File: src/rtl/key_ctrl_pkg.sv
// Shared definitions for the key-driven clock-enable controller.
//   DEFAULT_DEBOUNCE_CYCLES : 10 ms of stable key level at 27 MHz
//   DEFAULT_BURST_CYCLES    : 1 s burst length at 27 MHz (burst build only)
//   mode_e                  : encoding of the mode_i pin
package key_ctrl_pkg;

  localparam int DEFAULT_DEBOUNCE_CYCLES = 270000;
  localparam int DEFAULT_BURST_CYCLES    = 27000000;

  typedef enum logic {
    MODE_HOLD   = 1'b0,
    MODE_TOGGLE = 1'b1
  } mode_e;

endpackage

File: src/rtl/key_debounce.sv
// Synchroniser and debouncer for an asynchronous, active-low push key.
// Ports:
//   clk, rst    : clock and asynchronous active-high reset
//   key_i       : raw key, active-low, asynchronous to clk
//   key_db_o    : debounced key level, registered
//   press_o     : registered one-cycle pulse, the cycle after key_db_o falls
//   press_d_o   : next-state of press_o, so a consumer can register its own
//                 reaction on the same edge that press_o rises
module key_debounce
  import key_ctrl_pkg::*;
#(
  parameter int DEBOUNCE_CYCLES = DEFAULT_DEBOUNCE_CYCLES,
  parameter int CNT_W           = $clog2(DEBOUNCE_CYCLES)
) (
  input  logic clk,
  input  logic rst,
  input  logic key_i,
  output logic key_db_o,
  output logic press_o,
  output logic press_d_o
);

  localparam logic [CNT_W-1:0] CNT_MAX = CNT_W'(DEBOUNCE_CYCLES - 1);

  logic             sync1_q;
  logic             sync2_q;
  logic             key_db_q;
  logic             key_db_d;
  logic             key_db_dly_q;
  logic             press_q;
  logic             press_d;
  logic [CNT_W-1:0] cnt_q;
  logic [CNT_W-1:0] cnt_d;

  // The counter only runs while the synchronised level disagrees with the
  // accepted level; any agreement (a bounce back) drops it to zero, so a new
  // level is accepted only after DEBOUNCE_CYCLES uninterrupted samples. The
  // acceptance clears the counter, so it never goes beyond CNT_MAX.
  always_comb begin
    cnt_d    = '0;
    key_db_d = key_db_q;
    if (sync2_q != key_db_q) begin
      if (cnt_q == CNT_MAX) begin
        key_db_d = sync2_q;
      end else begin
        cnt_d = cnt_q + 1'b1;
      end
    end
  end

  // Falling edge of the accepted level, seen one register stage late.
  assign press_d = key_db_dly_q & ~key_db_q;

  always_ff @(posedge clk or posedge rst) begin
    if (rst) begin
      sync1_q      <= 1'b1;
      sync2_q      <= 1'b1;
      key_db_q     <= 1'b1;
      key_db_dly_q <= 1'b1;
      press_q      <= 1'b0;
      cnt_q        <= '0;
    end else begin
      sync1_q      <= key_i;
      sync2_q      <= sync1_q;
      key_db_q     <= key_db_d;
      key_db_dly_q <= key_db_q;
      press_q      <= press_d;
      cnt_q        <= cnt_d;
    end
  end

  assign key_db_o  = key_db_q;
  assign press_o   = press_q;
  assign press_d_o = press_d;

endmodule

File: src/rtl/key_clk_gate_ctrl.sv
// Clock-enable controller for the DHCEN gate in front of the divider chain.
// A raw push key is synchronised and debounced, then turned into a
// registered, glitch-free enable level.
//   mode_i = 0 : hold   - ce_o follows the key (pressed = clock runs)
//   mode_i = 1 : toggle - each debounced press flips ce_o
// Optional build macro KEYCE_BURST_EN: mode_i = 1 becomes burst mode, where a
// press holds ce_o high for BURST_CYCLES cycles (a press during a burst
// restarts it without a gap).
// Ports:
//   clk, rst  : clock and asynchronous active-high reset
//   key_i     : raw key, active-low, asynchronous
//   mode_i    : mode select, quasi-static
//   ce_o      : registered clock enable for DHCEN CE
//   key_db_o  : debounced key level, active-low
//   press_o   : one-cycle pulse per debounced press
module key_clk_gate_ctrl
  import key_ctrl_pkg::*;
#(
  parameter int   DEBOUNCE_CYCLES = DEFAULT_DEBOUNCE_CYCLES,
  parameter int   CNT_W           = $clog2(DEBOUNCE_CYCLES),
  parameter logic CE_RESET        = 1'b1
`ifdef KEYCE_BURST_EN
  ,
  parameter int   BURST_CYCLES    = DEFAULT_BURST_CYCLES
`endif
) (
  input  logic clk,
  input  logic rst,
  input  logic key_i,
  input  logic mode_i,
  output logic ce_o,
  output logic key_db_o,
  output logic press_o
);

  logic  key_db;
  logic  press_d;
  logic  ce_q;
  logic  ce_d;
  mode_e mode;

  assign mode = mode_e'(mode_i);

  key_debounce #(
    .DEBOUNCE_CYCLES (DEBOUNCE_CYCLES),
    .CNT_W           (CNT_W)
  ) u_debounce (
    .clk       (clk),
    .rst       (rst),
    .key_i     (key_i),
    .key_db_o  (key_db),
    .press_o   (press_o),
    .press_d_o (press_d)
  );

`ifdef KEYCE_BURST_EN
  localparam int               BURST_W   = $clog2(BURST_CYCLES);
  localparam logic [BURST_W-1:0] BURST_MAX = BURST_W'(BURST_CYCLES - 1);

  logic [BURST_W-1:0] burst_q;
  logic [BURST_W-1:0] burst_d;

  // In burst mode ce_o is high while the counter is non-zero and for the one
  // cycle in which it reaches zero, giving exactly BURST_CYCLES high cycles.
  // Acting on press_d (rather than press_o) lets ce_o move on the same edge
  // that press_o rises; a press on the last burst cycle reloads seamlessly.
  always_comb begin
    ce_d    = ce_q;
    burst_d = '0;
    if (mode == MODE_HOLD) begin
      ce_d = ~key_db;
    end else if (press_d) begin
      ce_d    = 1'b1;
      burst_d = BURST_MAX;
    end else if (burst_q != '0) begin
      ce_d    = 1'b1;
      burst_d = burst_q - 1'b1;
    end else begin
      ce_d = 1'b0;
    end
  end

  always_ff @(posedge clk or posedge rst) begin
    if (rst) begin
      burst_q <= '0;
    end else begin
      burst_q <= burst_d;
    end
  end
`else
  // Mode is evaluated combinationally each cycle, so a press coinciding with a
  // mode change follows the new mode, and leaving toggle for hold adopts the
  // key level on the very next edge.
  always_comb begin
    ce_d = ce_q;
    if (mode == MODE_HOLD) begin
      ce_d = ~key_db;
    end else if (press_d) begin
      ce_d = ~ce_q;
    end
  end
`endif

  always_ff @(posedge clk or posedge rst) begin
    if (rst) begin
      ce_q <= CE_RESET;
    end else begin
      ce_q <= ce_d;
    end
  end

  assign ce_o     = ce_q;
  assign key_db_o = key_db;

endmodule

File: config.mk
export PLATFORM = sky130hd
export DESIGN_NAME = key_clk_gate_ctrl
export DESIGN_NICKNAME = d
export VERILOG_FILES = /design/src/rtl/key_ctrl_pkg.sv /design/src/rtl/key_debounce.sv /design/src/rtl/key_clk_gate_ctrl.sv
export SDC_FILE = /design/constraint.sdc
export NUM_CORES = 1
export LEC_CHECK = 0
export CELL_PAD_IN_SITES_DETAIL_PLACEMENT = 0
export CELL_PAD_IN_SITES_GLOBAL_PLACEMENT = 1
export CORE_ASPECT_RATIO = 1.1
export CORE_UTILIZATION = 49
export DETAILED_ROUTE_END_ITERATION = 10
export PLACE_DENSITY_LB_ADDON = 0.1
export SLEW_MARGIN = 10
export SYNTH_ARGS = -nofsm -noshare
export SYNTH_HDL_FRONTEND = slang
export SYNTH_HIERARCHICAL = 1
export SYNTH_SLANG_ARGS = --single-unit
File: constraint.sdc
create_clock -name clk -period 2.39 [get_ports clk]
set_input_delay 0.717 -clock clk [delete_from_list [all_inputs] [get_ports clk]]
set_output_delay 0.717 -clock clk [all_outputs]
set_load 0.01 [all_outputs]
# After elaboration in Yosys (flattened, before gate mapping)
# Cells that the tools add are included.
# Widths: inputs -> output; s select.
# totals
reg_bits	25
inputBits	4
output_inout_bits	3
elab_cells	19
# op_classes
add_sub_neg	1
n_eq_ne	3
muxes	4
n_bitwise	3
reduce_logical	1
# op_table
op	count
$mux 19	2
$add 19x1->19 const B	1
$eq 19x19->1 const B	1
$mux 1	2
$ne 2x1->1 const B	1
$not 1->1	2
$reduce_and 2->1	1
$and 1x1->1	1
$ne 1x1->1	1

# Longest topological paths before layout
# depth
depth_word	4
depth_mapped	6
ltp_nobuf	5

# Modules after synthesis
# Netlist, hierarchy kept.
# modules_own_cells
mod	instances	cells_each	area_per_inst_um2	seq_area_each_um2
key_debounce	1	107	1161.1	605.6
key_clk_gate_ctrl	1	4	48.8	26.3

# Worst setup path before layout
# OpenSTA, ideal clock, no wires.
# synth_path
path_kind	register to register
from	register u_debounce.cnt_q[0]
to	register u_debounce.cnt_q[10]
setup_time_ns	0.119
t_arrival_ns	1.343
setup_slack_ns	0.929
stages_incl_launch_ff	7
path_buffers	1
synth_period_minus_slack_ns	1.461
cell_sequence	dfrtp_1 -> ha_1 -> and3_1 -> nand2b_1 -> o21ai_4 -> buf_6 -> nor2_1
# synth_via
elab_chain_len	3
word_cells_on_any_way	4
# synth_lines
element	line_no	source
start: declaration	key_debounce.sv:32	logic [CNT_W-1:0] cnt_q;
start signal: assignment	key_debounce.sv:68	cnt_q <= cnt_d;
$add 19x1->19 or $eq 19x19->1 (tied branches)	key_debounce.sv:46, key_debounce.sv:43	
$mux 19 *	key_debounce.sv:43	if (cnt_q == CNT_MAX) begin
$mux 19 *	key_debounce.sv:42	if (sync2_q != key_db_q) begin
via u_debounce.cnt_d[10]	key_debounce.sv:33	logic [CNT_W-1:0] cnt_d;
# Mark *: on every way through the listed nets, which the timed path passes. The rest lies on a longest branch.
# A chain may end at the register's enable or synchronous reset.

# Final worst setup path
# layout_path
from	register u_debounce.key_db_q (netlist: u_debounce/key_db_o)
to	output key_db_o
# layout_lines
element	line_no	source
start: declaration	key_debounce.sv:27	logic key_db_q;
start signal: assignment	key_debounce.sv:65	key_db_q <= key_db_d;
end: declaration	key_clk_gate_ctrl.sv:32	output logic key_db_o,
# No word-level cell between the ends.

==> impl_metrics.ini <==
[pwr]
leakage_nw = 0.5237
powerDensity_nw_per_um2 = 484.2
ir_worst_vdd_uv = 365.2

[timing]
period_needed_ps = 2163
worst_pin_slew_ps = 519.2
finalWorstSetupSlack_ps = 227.2
hold_viol_final = 0
relSlewSlack_pct = 65.25
setup_viol = 0
finClkSkew_ps = 4.501
fin_tns_setup_ps = 0
grt_setup_unrepaired = no
drv_slew = 0
fin_crit_sh_pct = 90.49
max_freq_ghz = 0.4624

[cts]
cts_resized = 0
clockBufferDepth = 2
cts_hold_buf = 0
h-tree-depth = 1
cts_setup_buffers = 0
cts_root_buffer = clkbuf_4
insertion_delay_ps = 300
cts_tree = yes
cts_buffers = 3
clk_pin_slew_ps = 130
cts_sinks = 25

[detailed_routing]
drc_errors = 0
routed_wl_um = 2038
vias_per_cell = 5.344
first_pass_iters = 4
ant_nets = 0
wl_per_cell_um = 13.50
num_vias = 807
drt_iter0_drc = 16

[worst_setup_path]
critPathMaxFanout = 6
rrSetupSlack_ps = 660
cp_top_family = flip-flops
path_buf_inv = 1
reg2reg_depth = 5
crit-reg2reg-capture = u_debounce/cnt_q[9]
r2r_start = u_debounce/cnt_q[0]
cp-end-kind = output port
crit_chain = clkdlybuf4s50_1
critPathLaunchType = register
critPathKind = register to output port
critPathMaxStageDelay_ps = 600
crit_arrival_ps = 1450
cp.required_ps = 1670
cpMaxStageDelayCell = dfstp_2

[placed_design]
gp_congestion = 0.8436
placed_area_um2 = 1304
detailedPlace.worstSlack_ps = 569.3
place.detailed.hpwl_um = 1467
port_buffers = 6

[global_route]
grt_pass1_vias = 765
antenna_found_initial = 0
grt_first_pass_wirelength_um = 3353
gr-usage-all-layers_pct = 17.36
overflow = 0
grt_max_degree = 19

[yosys]
ys_types = 31
synth_edf_count = 0
synth_commonest_cells = 20 x dfrtp_1, 19 x nor2_1, 14 x xnor2_1, 6 x inv_1, 6 x nand3_1
synth_cells = 111
synth_top_cells_by_area = dfrtp_1 41%, dfstp_2 11%, xnor2_1 10%
ys_ff_latch = 25
synth_area_um2 = 1210
avgSynthCellArea_um2 = 10.90
syn-num-nets = 116
synth_top_area_cell = dfrtp_1
async_flop_share_pct = 100.0
yosysMostFrequentCell = dfrtp_1
synth_top_flop_cell = dfrtp_1
synth_top_area_share_pct = 41.37
yosys_warnings = 6
synth-seq-area-share_pct = 52.22

[worst_hold_path]
hold_depth = 0
hp-class = register to register
worstHoldEndpoint = u_debounce/sync2_q
holdCritStartpoint = u_debounce/sync1_q

[die]
die_h_um = 54.12
pin_count = 7
start_util_pct = 52.67
dieArea_um2 = 2672
die-width_um = 49.38
core_area_um2 = 2297
rows = 18

[final_layout]
nets = 127
drive_above_1_share_pct = 15.70
design_area_um2 = 1331
synthToLayoutAreaGrowth_pct = 10.03
insertedDiodeCount = 0

[outcome]
outcome = completed

[job]
max-cap-violations = 0
-- placed cells by master, fill, tap and decap left out, drive strengths merged --
master          n
clkbuf          3
nand2b          1
and4            1
nor4b           2
buf             1
nor2           21
mux2i           2
a21oi           1
clkdlybuf4s50   6
and3            2
o31ai           1
nand4b          1
xor2            3
xnor2          14
o21ai           2
inv             6
nor3            5
and4bb          1
ha              1
nand2           2
nor4            5
clkinv          1
dfstp           5
nand3           7
mux2            1
dfrtp          20
nand4           5
nor2b           1
-- cell type report --
class	instances	area, um2
fill	210	965.9
inverter	6	22.52
clock buffer	3	22.52
timing repair buffer	7	67.56
clock inverter	1	5.005
tap	30	37.54
sequential	25	631.9
multi-input combinational	79	544.3
-- worst max path at each step --
stage | startpoint | to | slack [ps] | depth (start not counted)
6_report | u_debounce/key_db_o | key_db_o | 230 | 1
5_1_grt | u_debounce/key_db_o | key_db_o | 160 | 1
4_1_cts | u_debounce/key_db_o | key_db_o | 210 | 1
3_5_place_dp | u_debounce/key_db_o | key_db_o | 570 | 1
3_3_place_gp | u_debounce/key_db_o | key_db_o | 580 | 1
2_1_floorplan | u_debounce/cnt_q[0] | u_debounce/cnt_q[10] | 930 | 6
-- power by group --
group | switching [mW] | internal (mW) | total [mW]
sequential | 0.00490 | 0.430 | 0.435
clock | 0.117 | 0.0624 | 0.180
combinational | 0.0187 | 0.0110 | 0.0296
-- through the flow --
step	power [mW]	hold slack, ps	instances	utilization, %
2_1_floorplan	0.4623	345.2	111	-
3_3_place_gp	0.4722	350.4	147	56.75
3_5_place_dp	0.4736	347.2	147	56.75
4_1_cts	0.6575	366.1	151	57.95
5_1_grt	0.6785	369.7	151	57.95
6_report	0.6447	364.6	151	57.95
-- logic make-up after synthesis --
| kind of cell | after synthesis | share of synthesized area (%) |
|---|---|---|
| compound gates | 4 | 2.792 |
| xor+xnor | 17 | 12.31 |
| fa+ha+maj | 1 | 1.034 |
| buf+inv | 7 | 2.792 |
| flops | 25 | 52.22 |
| mux | 3 | 2.585 |
| simple gates | 54 | 26.27 |
-- sequential cells by signal, summed over array words and instances (netlist names) --
name,count
u_debounce/press_o,1
u_debounce/sync1_q,1
u_debounce/cnt_q,19
ce_o,1
u_debounce/key_db_dly_q,1
u_debounce/key_db_o,1
u_debounce/sync2_q,1
-- routing by layer --
layer	track usage [%]	routed length, um
met5	0	0
met4	7.143	12
met3	3.390	52
met2	29.68	956
met1	21.85	1016
No activity file was read; power rests on OpenSTA's default activity.
